<file path="src/rtl/host_bfm_tag_pool.sv">
// Free-tag pool for the host BFM: a circular free-list FIFO seeded with every tag
// at reset, plus an in-use bitmap that screens releases for range and double-free errors.
module host_bfm_tag_pool #(
    parameter int TAG_WIDTH = 10,
    parameter int NUM_TAGS  = 256,
    parameter int CNT_WIDTH = $clog2(NUM_TAGS + 1)
) (
    input  logic                 clk,
    input  logic                 rst,
    output logic                 alloc_valid,
    input  logic                 alloc_ready,
    output logic [TAG_WIDTH-1:0] alloc_tag,
    input  logic                 rel_valid,
    input  logic [TAG_WIDTH-1:0] rel_tag,
    output logic                 init_done,
    output logic [CNT_WIDTH-1:0] outstanding,
    output logic                 err_double_free,
    output logic                 err_range,
    output logic                 dbg_state
);
    // Handshake: a tag moves to the requester on any rising edge where alloc_valid and
    // alloc_ready are both high; alloc_tag holds steady while alloc_valid waits for ready.
    // rel_valid has no back-pressure: every release is accepted or flagged the next cycle.

    localparam int IDX_W = (NUM_TAGS > 2) ? $clog2(NUM_TAGS) : 1;
    localparam logic [IDX_W-1:0]     LAST_IDX = IDX_W'(NUM_TAGS - 1);
    localparam logic [IDX_W-1:0]     IDX_ONE  = IDX_W'(1);
    localparam logic [CNT_WIDTH-1:0] CNT_ONE  = CNT_WIDTH'(1);

    typedef enum logic {
        ST_INIT  = 1'b0,
        ST_READY = 1'b1
    } state_t;

    state_t state_q, state_d;

    logic [TAG_WIDTH-1:0] fifo_mem [NUM_TAGS];
    logic [IDX_W-1:0]     rd_ptr;
    logic [IDX_W-1:0]     wr_ptr;
    logic [CNT_WIDTH-1:0] depth;
    logic [NUM_TAGS-1:0]  in_use;

    logic [IDX_W-1:0]     rel_idx;
    logic [IDX_W-1:0]     head_idx;
    logic                 rel_in_range;
    logic                 rel_in_use;
    logic                 pop;
    logic                 push;
    logic                 init_wr;
    logic                 rel_legal;
    logic                 rel_dbl;
    logic                 rel_oor;
    logic [TAG_WIDTH-1:0] push_tag;

    function automatic logic [IDX_W-1:0] next_idx(input logic [IDX_W-1:0] p);
        return (p == LAST_IDX) ? '0 : p + IDX_ONE;
    endfunction

    always_ff @(posedge clk) begin
        if (rst) state_q <= ST_INIT;
        else     state_q <= state_d;
    end

    // INIT seeds one tag per cycle using wr_ptr as the tag value; it ends on the last slot.
    always_comb begin
        state_d     = state_q;
        alloc_valid = 1'b0;
        init_done   = 1'b0;
        init_wr     = 1'b0;
        case (state_q)
            ST_INIT: begin
                init_wr = 1'b1;
                if (wr_ptr == LAST_IDX) state_d = ST_READY;
            end
            ST_READY: begin
                init_done   = 1'b1;
                alloc_valid = (depth != '0);
            end
            default: state_d = ST_INIT;
        endcase
    end

    assign dbg_state = state_q;
    assign alloc_tag = fifo_mem[rd_ptr];
    assign head_idx  = alloc_tag[IDX_W-1:0];

    assign rel_idx      = rel_tag[IDX_W-1:0];
    assign rel_in_range = (32'(rel_tag) < NUM_TAGS);
    assign rel_in_use   = in_use[rel_idx];

    // The in-use bit is sampled before this edge's pop, so releasing the head tag in
    // the cycle it is handed out counts as a double free.
    assign pop       = alloc_valid & alloc_ready;
    assign rel_legal = init_done & rel_valid & rel_in_range & rel_in_use;
    assign rel_dbl   = init_done & rel_valid & rel_in_range & ~rel_in_use;
    assign rel_oor   = init_done & rel_valid & ~rel_in_range;
    assign push      = init_wr | rel_legal;
    assign push_tag  = init_wr ? TAG_WIDTH'(wr_ptr) : rel_tag;

    always_ff @(posedge clk) begin
        if (rst) begin
            rd_ptr          <= '0;
            wr_ptr          <= '0;
            depth           <= '0;
            in_use          <= '0;
            outstanding     <= '0;
            err_double_free <= 1'b0;
            err_range       <= 1'b0;
        end else begin
            err_double_free <= rel_dbl;
            err_range       <= rel_oor;
            if (push) wr_ptr <= next_idx(wr_ptr);
            if (pop)  rd_ptr <= next_idx(rd_ptr);
            if (push && !pop)      depth <= depth + CNT_ONE;
            else if (pop && !push) depth <= depth - CNT_ONE;
            // A legal release always names an allocated tag, never the free head.
            if (pop)       in_use[head_idx] <= 1'b1;
            if (rel_legal) in_use[rel_idx]  <= 1'b0;
            if (pop && !rel_legal)      outstanding <= outstanding + CNT_ONE;
            else if (rel_legal && !pop) outstanding <= outstanding - CNT_ONE;
        end
    end

    always_ff @(posedge clk) begin
        if (push) fifo_mem[wr_ptr] <= push_tag;
    end

endmodule

</file>
<file path="config.mk">
export PLATFORM = sky130hd
export DESIGN_NAME = host_bfm_tag_pool
export DESIGN_NICKNAME = d
export VERILOG_FILES = /design/src/rtl/host_bfm_tag_pool.sv
export SDC_FILE = /design/constraint.sdc
export NUM_CORES = 2
export LEC_CHECK = 0
export CAP_MARGIN = 0
export CORE_UTILIZATION = 55
export CTS_CLUSTER_SIZE = 8
export DETAILED_ROUTE_END_ITERATION = 7
export PLACE_DENSITY_LB_ADDON = 0.25
export SYNTH_ARGS = -nofsm -noshare
export SYNTH_HDL_FRONTEND = slang
export SYNTH_SLANG_ARGS = --single-unit
</file>
<file path="constraint.sdc">
create_clock -name clk -period 18.23 [get_ports clk]
set_clock_uncertainty 0.2 [all_clocks]
set_input_delay 3.646 -clock clk [delete_from_list [all_inputs] [get_ports clk]]
set_output_delay 3.646 -clock clk [all_outputs]
set_load 0.01 [all_outputs]
</file>
## Yosys cells after proc, flatten, opt, wreduce, memory -nomap -nowiden

Memory sizes are Yosys's and may differ from the RTL's. A register that Yosys moved wholly into a read port is not among the register bits.
Index checks and enable logic that the tools add are counted.

| storage, ports and cells | value |
|---|---|
| bits in registers | 293 |
| bits in latches | 0 |
| bits in writable memories | 2560 |
| bits in read-only memories | 0 |
| input port bits | 14 |
| output and inout bits | 24 |
| word-level logic and storage cells | 71 |
| memories | 1 |

Memories:

| name | words | width | rd ports | clocked after Yosys merged registers in | wr ports | RTL line | text |
|---|---|---|---|---|---|---|---|
| fifo_mem | 256 | 10 | 1 | 1 | 1 | 37 | `logic [TAG_WIDTH-1:0] fifo_mem [NUM_TAGS];` |

| operators by class | value |
|---|---|
| add/subtract/negate cells | 6 |
| multipliers | 0 |
| div/mod/pow operators | 0 |
| $lt $le $gt $ge | 5 |
| equality and inequality tests | 2 |
| shift-type cells | 0 |
| mux-type cells | 25 |
| bitwise gates (word level) | 12 |
| reductions and logical operators | 12 |

Operators by type and width:

| operator | number |
|---|---|
| $mux 256 | 3 |
| $and 256x256->256 | 1 |
| $not 256->256 | 1 |
| $or 256x256->256 | 1 |
| $mux 9 | 4 |
| $mux 8 | 4 |
| $add 9x1->9 const B | 2 |
| $lt 8x9->1 const B | 2 |
| $sub 9x1->9 const B | 2 |
| $add 8x1->8 const B | 2 |
| $demux 1 s8 | 2 |
| $eq 8x8->1 const B | 2 |
| $ge 8x1->1 const B | 2 |
| $lt 10x9->1 const B | 1 |
| $mux 1 | 10 |
| $mux 10 | 1 |
| $reduce_bool 9->1 | 1 |
| $bmux 1 s8 | 1 |
| $and 1x1->1 | 6 |
| $logic_and 1x1->1 | 6 |
| $reduce_bool 2->1 | 2 |
| $logic_not 1->1 | 3 |
| $not 1->1 | 2 |
| $or 1x1->1 | 1 |

## Logic depth before layout (Yosys ltp)

| logic depth | value |
|---|---|
| depth in word-level cells | 9 |
| depth in mapped cells | 26 |
| gate-level depth less buffers | 21 |

## Least setup slack after synthesis

OpenSTA, ideal clock, no wires.

| path | value |
|---|---|
| kind | register to register |
| from | register state_q, in the netlist dbg_state |
| to | memory fifo_mem[0][0], data pin |
| setup time | 2.189 ns |
| arrival | 10.656 ns |
| data required time | 15.841 ns |
| setup slack | 5.184 ns |
| cell stages (with the launch flop) | 4 |
| buffers on the path | 2 |
| clock period less this slack | 13.046 ns |
| path through | dfxtp_1 -> clkbuf_1 -> clkbuf_1 -> o21ai_0 |

| between the ends | value |
|---|---|
| word-level cells in the longest chain between the ends | 1 |

Ends and longest elaborated chain:

| item | RTL line | text |
|---|---|---|
| start: declaration | 35 | `state_t state_q, state_d;` |
| start signal: assignment | 61 | `else state_q <= state_d;` |
| $mux 10 | 98 | `assign push_tag = init_wr ? TAG_WIDTH'(wr_ptr) : rel_tag;` |
| net push_tag[0] | 53 | `logic [TAG_WIDTH-1:0] push_tag;` |
| end: declaration | 37 |  |

The timed path passes the listed nets, and every way through them passes these cells.

==> flow_metrics.py <==
metrics = {
    "outcome": {
        "status": "finished with violations",
        "violations_in_the_final_reports": "capacitance limit, slew limit",
    },
    "worst_setup_path": {
        "setup.worst_path.end": "alloc_tag[7]",
        "timing.rr.end": "in_use[65]",
        "end_kind": "primary output",
        "timing.critical_path.depth": 10,
        "worst_setup_path_start_kind": "register",
        "critPathArrivalTime_ns": 7.68,
        "rr_worst_depth": 13,
        "worst-endpoint-required_ns": 14.38,
        "crit_type": "register to primary output",
        "critPathTopFamily": "buffers and inverters",
        "most_numerous_cell_on_the_critical_path": "sky130_fd_sc_hd__buf_4",
        "timing.critical_path.cells": "buf_4 > buf_4 > buf_4 > mux4_2 > nand2_1 > a21oi_1 > a2111oi_0 > a21oi_1 > a32o_1 > clkdlybuf4s50_1",
        "crit_path_max_fanout": 48,
        "timing.critical_path.slowest_cell_delay_ns": 1.01,
        "critPathBufInv": 4,
        "worst_path_max_delay_cell": "sky130_fd_sc_hd__a2111oi_0",
        "r2r_slack_ns": 10.33,
    },
    "routing": {
        "drt-total-wl_um": 324000,
        "first_pass_iteration_count_of_the_detailed_router": 6,
        "route.detailed.wl_per_inst_um": 36.2,
        "num_vias": 62800,
        "antenna_left": 0,
        "drt-initial-drc-count": 10800,
        "drc_errors": 0,
        "routed_via_density": 7.01,
    },
    "yosys": {
        "synth_cell_types": 97,
        "synth_top_area_cell": "sky130_fd_sc_hd__edfxtp_1",
        "ys_seq_elements": 2861,
        "synth_fp_nets": 6029,
        "post_synth_inst_count": 5992,
        "syn-cell-area_um2": 114000,
        "yosys.area.top_type_share_pct": 67.6,
        "register_area_share_after_synthesis_pct": 72.9,
        "synth-edff-count": 2560,
        "yosysWarningCount": 0,
        "post_synth.cell_area_avg_um2": 19.0,
        "async_flop_share_pct": 0,
        "synth_top_flop_cell": "sky130_fd_sc_hd__edfxtp_1",
        "synth.area.top_cells": "sky130_fd_sc_hd__edfxtp_1 68%, sky130_fd_sc_hd__mux4_2 14%, sky130_fd_sc_hd__dfxtp_1 5.3%, sky130_fd_sc_hd__a211oi_1 1.8%, sky130_fd_sc_hd__mux2i_1 1.6%",
    },
    "floorplanning": {
        "initial_utilization_pct": 55.5,
        "core-area_um2": 205000,
        "fp.dieW_um": 457,
        "top_level_ports": 38,
        "rows": 166,
        "chipHeight_um": 457,
        "die_area_um2": 209000,
    },
    "power": {
        "seq_power_share_pct": 51.3,
        "finalPower_uw": 13900,
        "combPwrFrac_pct": 1.4,
        "worst_ir_drop_vdd_uv": 108,
        "power.clock.fraction_pct": 47.3,
        "static-leakage-power_uw": 0.0403,
        "netSwitchingPower_uw": 2730,
        "power_per_cell_area_nw_per_um2": 109,
        "power_switching_share_pct": 19.7,
        "cellInternalPower_uw": 11100,
    },
    "clock_network": {
        "clkSlewWorstSetupHoldPaths_ns": 0.05,
        "cts-hold-fix-buffers": 0,
        "clk_path_buf_depth": 4,
        "cts.repair.resized": 0,
        "cts.repair_timing.setup_buffer_count": 0,
        "cts-root-buf": "sky130_fd_sc_hd__clkbuf_16",
        "cts_tree": "done",
        "insertion_delay_ns": 0.99,
        "cts_made_buffers": 408,
        "cts-htree-levels": 5,
        "tritoncts_num_sinks": 2861,
    },
    "global_routing": {
        "antenna_found_initial": 16,
        "grt_pass1_vias": 61400,
        "grt_first_pass_wirelength_um": 459000,
        "groute.usage.overall_pct": 31.1,
        "largest_net_degree_at_the_start_of_global_routing": 225,
        "globalRouteOverflowTotal": 0,
    },
    "timing": {
        "max-slew-margin-rel_pct": -14.5,
        "setup_repair_after_global_routing_missed_its_margin": "no",
        "max_clock_freq_mhz": 86.8,
        "setup_violations": 0,
        "fin_tns_setup_ns": 0,
        "period_needed_ns": 11.52,
        "timing.final.max_slew_violations": 2,
        "crit_share_post_route_pct": 63.2,
        "timing.final.hold_violations": 0,
        "tightestPinTransition_ns": 1.70,
    },
    "hold_path": {
        "min_path_type": "register to register",
    },
    "place": {
        "post-dp-hpwl_um": 196000,
        "io_buffer_count": 37,
        "post-place-cells": 8470,
        "placer_s_final_routability_congestion_estimate": 0.958,
    },
    "finish": {
        "post_layout_nonfiller_instances": 8953,
        "finish.net_count": 6229,
        "area_delta_synth_final_pct": 12.0,
        "final_layout_size_suffix_gt1_share_pct": 22.8,
        "final.fill_count": 13900,
    },
    "job": {
        "max_cap_viol_count": 1,
    },
}
-- worst min-delay path: stages, from the launching register on --
cell and delay [ns]:
sky130_fd_sc_hd__dfxtp_1 0.32, sky130_fd_sc_hd__nand2_1 0.07, sky130_fd_sc_hd__a21oi_1 0.05
-- area by class of cell --
cell class | instances | area [µm²] | area share, %
diodes | 12 | 30.0 | 0.0236
well taps | 2688 | 3360 | 2.64
multi-input cells | 2704 | 28800 | 22.6
repair buffers | 184 | 1550 | 1.21
clock inverters | 11 | 123 | 0.0962
clock buffers | 460 | 10500 | 8.27
flip-flops and latches | 2861 | 82900 | 65.1
inverters | 33 | 129 | 0.101
-- Yosys cell counts (7+ instances only) --
master,instances
sky130_fd_sc_hd__buf_4,62
sky130_fd_sc_hd__o211ai_1,7
sky130_fd_sc_hd__nor2_2,20
sky130_fd_sc_hd__nor4_1,13
sky130_fd_sc_hd__and2_1,34
sky130_fd_sc_hd__nand2b_1,22
sky130_fd_sc_hd__nor3_1,46
sky130_fd_sc_hd__buf_6,46
sky130_fd_sc_hd__or3_1,15
sky130_fd_sc_hd__nand4_1,13
sky130_fd_sc_hd__a211oi_1,272
sky130_fd_sc_hd__xor2_1,8
sky130_fd_sc_hd__a221oi_1,14
sky130_fd_sc_hd__ha_1,21
sky130_fd_sc_hd__nand2_1,200
sky130_fd_sc_hd__mux4_2,706
sky130_fd_sc_hd__and3_1,15
sky130_fd_sc_hd__o221ai_1,9
sky130_fd_sc_hd__nand3_1,45
sky130_fd_sc_hd__a22oi_1,76
sky130_fd_sc_hd__inv_1,26
sky130_fd_sc_hd__a22o_1,17
sky130_fd_sc_hd__a31oi_1,10
sky130_fd_sc_hd__clkbuf_1,156
sky130_fd_sc_hd__nor2b_1,25
sky130_fd_sc_hd__xnor2_1,11
sky130_fd_sc_hd__dfxtp_1,301
sky130_fd_sc_hd__buf_2,99
sky130_fd_sc_hd__buf_1,26
sky130_fd_sc_hd__a21oi_1,314
sky130_fd_sc_hd__o21ai_0,38
sky130_fd_sc_hd__nor2_1,371
sky130_fd_sc_hd__edfxtp_1,2560
sky130_fd_sc_hd__o22ai_1,25
sky130_fd_sc_hd__a21oi_2,21
sky130_fd_sc_hd__nor2_4,11
sky130_fd_sc_hd__a311oi_1,8
sky130_fd_sc_hd__mux2i_1,181
sky130_fd_sc_hd__mux2_2,23
sky130_fd_sc_hd__o32ai_1,7
-- routing by layer --
metal	GRT usage [%]	vias up	part of all wire, %	routed length (µm)
met5	0	-	0.027	89
met4	13.5	14	4.7	15100
met3	9.61	800	14	43900
met2	44.8	4501	44	144000
met1	44.2	32600	37	122000
li1	-	24900	-	-
-- sequential cells by signal (all words and copies together) (netlist names), named ones only --
signal,count
wr_ptr,8
err_double_free,1
in_use,256
fifo_mem,2560
rd_ptr,8
dbg_state,1
err_range,1
outstanding,9
depth,9
-- through the flow --
| stage | instance area [µm²] | worst slack, ns | hold slack (ns) | util, % |
|---|---|---|---|---|
| 2_1_floorplan | 114000 | 5.18 | 0.258 | - |
| 3_3_place_gp | 117000 | 7.87 | 0.278 | 56.9 |
| 3_5_place_dp | 117000 | 7.95 | 0.281 | 56.9 |
| 4_1_cts | 127000 | 6.92 | 0.289 | 62.1 |
| 5_1_grt | 127000 | 6.52 | 0.309 | 62.1 |
| 6_report | 127000 | 6.71 | 0.287 | 62.1 |
-- placed cells by master, fill, tap and decap left out, types with 10 or more instances in the layout --
| cell type | instances |
|---|---|
| sky130_fd_sc_hd__a22o_1 | 17 |
| sky130_fd_sc_hd__mux2i_1 | 181 |
| sky130_fd_sc_hd__o21ai_0 | 36 |
| sky130_fd_sc_hd__clkbuf_1 | 46 |
| sky130_fd_sc_hd__nand3_1 | 44 |
| sky130_fd_sc_hd__buf_4 | 143 |
| sky130_fd_sc_hd__a21oi_2 | 21 |
| sky130_fd_sc_hd__xnor2_1 | 11 |
| sky130_fd_sc_hd__diode_2 | 12 |
| sky130_fd_sc_hd__nand2_1 | 199 |
| sky130_fd_sc_hd__inv_1 | 25 |
| sky130_fd_sc_hd__ha_1 | 21 |
| sky130_fd_sc_hd__a221oi_1 | 14 |
| sky130_fd_sc_hd__edfxtp_1 | 2560 |
| sky130_fd_sc_hd__clkbuf_16 | 414 |
| sky130_fd_sc_hd__mux2_2 | 17 |
| sky130_fd_sc_hd__nor2_4 | 11 |
| sky130_fd_sc_hd__a211oi_1 | 272 |
| sky130_fd_sc_hd__o22ai_1 | 25 |
| sky130_fd_sc_hd__dfxtp_1 | 295 |
| sky130_fd_sc_hd__and3_1 | 15 |
| sky130_fd_sc_hd__nor3_1 | 41 |
| sky130_fd_sc_hd__nor2b_1 | 20 |
| sky130_fd_sc_hd__a22oi_1 | 76 |
| sky130_fd_sc_hd__clkdlybuf4s50_1 | 34 |
| sky130_fd_sc_hd__nor2_2 | 27 |
| sky130_fd_sc_hd__a31oi_1 | 10 |
| sky130_fd_sc_hd__or3_1 | 14 |
| sky130_fd_sc_hd__nand4_1 | 13 |
| sky130_fd_sc_hd__mux4_2 | 706 |
| sky130_fd_sc_hd__a21oi_1 | 314 |
| sky130_fd_sc_hd__nor2_1 | 364 |
| sky130_fd_sc_hd__nand2b_1 | 22 |
| sky130_fd_sc_hd__and2_1 | 32 |
-- power by group through the flow --
stage                     Combinational [µW]  Clock, µW  Sequential (µW)
after floorplan                          101          0             7260
after global placement                   187          0             7240
after detailed placement                 193          0             7240
after global routing                     202       6850             7110
after CTS                                192       6590             7110
final                                    198       6560             7110
-- kinds of logic after synthesis --
group	after synthesis	share of synthesized area, %
fa+ha+maj	23	0.266
compound gates	888	5.26
simple gates	861	3.51
buf+inv	427	2.09
xor+xnor	19	0.146
mux	913	15.9
flops	2861	72.9
-- how the worst min path moves through the flow --
stage                   start             end  slack [ns]  cells after the start
2_1_floorplan        depth[8]        depth[8]        0.26                      2
3_3_place_gp   outstanding[6]  outstanding[6]        0.28                      2
3_5_place_dp   outstanding[6]  outstanding[6]        0.28                      2
4_1_cts        outstanding[6]  outstanding[6]        0.29                      2
5_1_grt        outstanding[6]  outstanding[6]        0.31                      2
6_report       outstanding[6]  outstanding[6]        0.29                      2
No activity file was read; power rests on OpenSTA's default activity.
